==> config.mk <==
export PLATFORM = sky130hd
export DESIGN_NAME = instruction_fetch
export DESIGN_NICKNAME = d
export VERILOG_FILES = /design/src/rtl/instruction_fetch_pkg.sv /design/src/rtl/instruction_fetch_next_pc.sv /design/src/rtl/instruction_fetch.sv
export SDC_FILE = /design/constraint.sdc
export NUM_CORES = 1
export LEC_CHECK = 0
export ABC_AREA = 1
export CAP_MARGIN = 20
export CELL_PAD_IN_SITES_DETAIL_PLACEMENT = 0
export CELL_PAD_IN_SITES_GLOBAL_PLACEMENT = 1
export CORE_AREA = 2 2 175 125
export CTS_CLUSTER_SIZE = 30
export DETAILED_ROUTE_END_ITERATION = 16
export DIE_AREA = 0 0 177 127
export PLACE_DENSITY_LB_ADDON = 0.05
export SYNTH_ARGS = -nofsm -noshare
export SYNTH_HDL_FRONTEND = slang
export SYNTH_HIERARCHICAL = 1
export SYNTH_SLANG_ARGS = --single-unit
==> constraint.sdc <==
create_clock -name clk -period 4.7 [get_ports clk]
set_input_delay 0.705 -clock clk [delete_from_list [all_inputs] [get_ports clk]]
set_output_delay 0.705 -clock clk [all_outputs]
set_load 0.005 [all_outputs]
==> src/rtl/instruction_fetch_pkg.sv <==
// Shared types and constants for the instruction fetch stage.
package instruction_fetch_pkg;

  typedef enum logic [1:0] {
    RESET_WAIT = 2'd0,
    REQ        = 2'd1,
    VALID      = 2'd2,
    DRAIN      = 2'd3
  } if_state_e;

  // Bubble word; opcode 6'b111111 decodes to all-zero controls.
  localparam logic [31:0] IF_NOP_INSTR = 32'hFC00_0000;

  // Opcode field bounds within an instruction word.
  localparam int unsigned OPC_MSB = 31;
  localparam int unsigned OPC_LSB = 26;

  // Force an address onto a word boundary.
  function automatic logic [31:0] word_align(input logic [31:0] addr);
    return {addr[31:2], 2'b00};
  endfunction

endpackage

==> src/rtl/instruction_fetch_next_pc.sv <==
// Combinational next-PC selection: jump, taken branch, or sequential.
module next_pc_calc
  import instruction_fetch_pkg::*;
(
  input  logic [31:0] pc_plus4_i,
  input  logic [25:0] instr_index_i,
  input  logic        jump_i,
  input  logic        branch_i,
  input  logic        cond_i,
  output logic [31:0] next_pc_o
);

  logic [31:0] jump_target;
  logic [31:0] branch_offset;
  logic [31:0] branch_target;

  // Candidate targets; the branch immediate is the low 16 bits of the index field.
  always_comb begin
    jump_target   = {pc_plus4_i[31:28], instr_index_i, 2'b00};
    branch_offset = {{14{instr_index_i[15]}}, instr_index_i[15:0], 2'b00};
    branch_target = pc_plus4_i + branch_offset;
  end

  // Jump beats a taken branch, which beats fall-through.
  always_comb begin
    next_pc_o = pc_plus4_i;
    if (jump_i) begin
      next_pc_o = jump_target;
    end else if (branch_i && cond_i) begin
      next_pc_o = branch_target;
    end
  end

endmodule

==> src/rtl/instruction_fetch.sv <==
// Non-speculative single-outstanding instruction fetch stage.
module instruction_fetch
  import instruction_fetch_pkg::*;
#(
  parameter logic [31:0] RESET_PC  = 32'h0000_0000,
  parameter logic [31:0] NOP_INSTR = IF_NOP_INSTR
) (
  input  logic        clk,
  input  logic        rst_n,
  input  logic        stall,
  input  logic        flush,
  input  logic [31:0] flush_pc,
  input  logic        Branch,
  input  logic        Jump,
  input  logic        cond,
  output logic        imem_req,
  output logic [31:0] imem_addr,
  input  logic        imem_ack,
  input  logic [31:0] imem_rdata,
  output logic [31:0] Instruction,
  output logic [5:0]  Opcode,
  output logic [31:0] pc_plus4,
  output logic        instr_valid
);

  if_state_e   state_q, state_d;
  logic [31:0] pc_q, pc_d;
  logic [31:0] instr_q, instr_d;
  logic [31:0] pcp4_q, pcp4_d;
  logic [31:0] next_pc;

  next_pc_calc u_next_pc (
    .pc_plus4_i    (pcp4_q),
    .instr_index_i (instr_q[25:0]),
    .jump_i        (Jump),
    .branch_i      (Branch),
    .cond_i        (cond),
    .next_pc_o     (next_pc)
  );

  // State and datapath registers; reset abandons any outstanding request.
  always_ff @(posedge clk or negedge rst_n) begin
    if (!rst_n) begin
      state_q <= RESET_WAIT;
      pc_q    <= word_align(RESET_PC);
      instr_q <= NOP_INSTR;
      pcp4_q  <= word_align(RESET_PC) + 32'd4;
    end else begin
      state_q <= state_d;
      pc_q    <= pc_d;
      instr_q <= instr_d;
      pcp4_q  <= pcp4_d;
    end
  end

  // Next-state and datapath update; flush has priority over ack and stall.
  always_comb begin
    state_d = state_q;
    pc_d    = pc_q;
    instr_d = instr_q;
    pcp4_d  = pcp4_q;
    unique case (state_q)
      RESET_WAIT: begin
        state_d = REQ;
        if (flush) begin
          pc_d    = word_align(flush_pc);
          instr_d = NOP_INSTR;
        end
      end
      REQ: begin
        if (flush) begin
          pc_d    = word_align(flush_pc);
          // A same-cycle ack retires the request, so no drain is needed.
          state_d = imem_ack ? REQ : DRAIN;
        end else if (imem_ack) begin
          instr_d = imem_rdata;
          pcp4_d  = pc_q + 32'd4;
          state_d = VALID;
        end
      end
      VALID: begin
        if (flush) begin
          pc_d    = word_align(flush_pc);
          instr_d = NOP_INSTR;
          state_d = REQ;
        end else if (!stall) begin
          pc_d    = word_align(next_pc);
          instr_d = NOP_INSTR;
          state_d = REQ;
        end
      end
      DRAIN: begin
        if (flush) begin
          pc_d = word_align(flush_pc);
        end
        // Leaving on the stale ack even when a re-flush coincides, otherwise
        // the stage would wait for a response that never comes.
        if (imem_ack) begin
          state_d = REQ;
        end
      end
      default: begin
        state_d = RESET_WAIT;
      end
    endcase
  end

  // Outputs decoded from registered state.
  always_comb begin
    imem_req    = (state_q == REQ);
    instr_valid = (state_q == VALID);
    imem_addr   = pc_q;
    Instruction = instr_q;
    Opcode      = instr_q[OPC_MSB:OPC_LSB];
    pc_plus4    = pcp4_q;
  end

endmodule

==> flow_summary.toml <==
[outcome]
status = "finished clean"

[clock_network]
postCtsSetupBuffers = 0
cts_buffers = 9
htreeDepth = 3
ctsResizeCount = 0
cts_tree = "built"
cts-root-buf = "clkbuf_16"
clkSinkCount = 94
clk_latency_ns = 0.35
cts_buffer_depth = 2
hold_buffers = 0
clk_pin_slew_ns = 0.07

[placed_design]
pre_cts_ws_ns = 1.73
gp_congestion = 0.884
dp_hpwl_um = 20600
io_buffers = 169
dp_cells = 1662

[grt]
grt_pass1_wl_um = 41000
grt_start_max_net_pins = 68
globalRouteOverflowTotal = 0
grt_pass1_vias = 7329
antenna_found_initial = 0
globalRouteTotalUtil = 0.237

[route]
first_iter_violations = 610
ant_nets = 0
firstDrtPassIters = 5
routedWlPerCell_um = 15.7
wirelength_um = 26400
drc = 0
vias = 8015
vias_per_cell = 4.78

[hold_path]
worst_hold_path_type = "input pin to asynchronous set/reset pin"

[timing]
holdWs_ns = 0.469
worst_pin_slew_ns = 0.929
max_freq_mhz = 348
relSlewSlack = 0.379
finalClockSkew_ns = 0.0124
setup_violations = 0
rsz0062_at_grt = "no"
min_period_ns = 2.87
finalWorstSetupSlack_ns = 1.83
setup_tns_ns = 0
hold_viol_final = 0
final.period_utilization = 0.611
drv_slew = 0

[worst_setup_path]
reg2reg_to = "imem_addr[31]"
ff2ff_path_depth = 15
r2r-start = "Instruction[15]"
cp_top_family = "flip-flops"
path_common_cell = "nand2_1"
required_ns = 4.92
critPathCaptureType = "flip-flop"
crit_type = "flip-flop to flip-flop"
path_max_fanout = 19
path_cells = "ha_1 > nand2_1 > inv_1 > nand2_1 > nand2_1 > inv_1 > nand2_1 > a21oi_1 > nand2_1 > nand2_1 > nand3_1 > nand2_1 > nand2_1 > o211ai_1 > o21ai_0"
max_stage_delay_ns = 0.84
cp.arrival_ns = 3.09
worst-path-buf-inv = 2
r2r_setup_slack_ns = 1.83
startpoint_type = "flip-flop"
cp_slowest_cell = "dfrtp_1"

[final_layout]
mostFrequentLayoutCells = "nand2_1, inv_1, clkdlybuf4s50_1, nor2_1, dfrtp_1"
nets = 1500
area_delta_synth_final_pct = 27.9
n_fill_cell = 2220
n_antenna_cell = 0
final_common_cell = "nand2_1"
drive_above_1_share = 0.0549
fin_cells = 1678

[power]
power.leakage_nw = 4.96
ir_drop_uv = 227
power_density_mw_per_mm2 = 494
power_mw = 4.91

[floorplan]
die-area_sq_mm = 0.0225
floorplan.initialDensity = 0.377
fp.coreArea_sq_mm = 0.0206
ios = 176
die_w_um = 177
rows = 44
fp.dieH_um = 127

[synthesis]
synthCells = 1252
syn_avg_cell_area_sq_um = 6.21
ys_warn_count = 6
syn_area_sq_mm = 0.00778

[job]
cap_violations = 0
metal layers:
layer / wire [um] / global-route usage
met4: 226 / 0.0384
met5: 0 / 0
met3: 1540 / 0.0399
met1: 13100 / 0.350
met2: 11500 / 0.366
worst max path at each step:
| stage | cells after the start | to | startpoint | slack [ns] |
|---|---|---|---|---|
| global placement | 10 | imem_addr[12] | Branch | 1.74 |
| finish | 15 | imem_addr[31] | Instruction[15] | 1.83 |
| CTS | 15 | imem_addr[29] | Instruction[15] | 1.86 |
| global route | 15 | imem_addr[31] | Instruction[15] | 1.58 |
| detailed placement | 10 | imem_addr[12] | cond | 1.73 |
| floorplan | 15 | imem_addr[29] | Instruction[15] | 2.52 |
power by group:
group | total [mW] | internal [mW] | switching [mW]
registers | 1.53 | 1.12 | 0.415
clock network | 0.778 | 0.433 | 0.345
logic | 2.60 | 1.20 | 1.40
state kept, by name, summed over array words and instances, names as in the netlist:
signal       flops
pc_plus4        30
imem_addr       30
state_q          2
Instruction     32
through the flow:
step | area, sq um | utilization
after floorplan | 7790 | -
after global routing | 9950 | 0.482
after global placement | 9650 | 0.467
after CTS | 9950 | 0.482
final | 9950 | 0.482
after detailed placement | 9650 | 0.467
final cells by class:
| class | count | area (sq um) | area share |
|---|---|---|---|
| multi-input cells | 907 | 4400 | 0.442 |
| repair buffers | 179 | 1760 | 0.177 |
| clock buffers | 11 | 243 | 0.0244 |
| inverters | 206 | 773 | 0.0777 |
| flip-flops and latches | 94 | 2360 | 0.237 |
| well taps | 276 | 345 | 0.0347 |
| clock inverters | 5 | 63.8 | 0.00641 |
(Power assumes the default switching activity.)
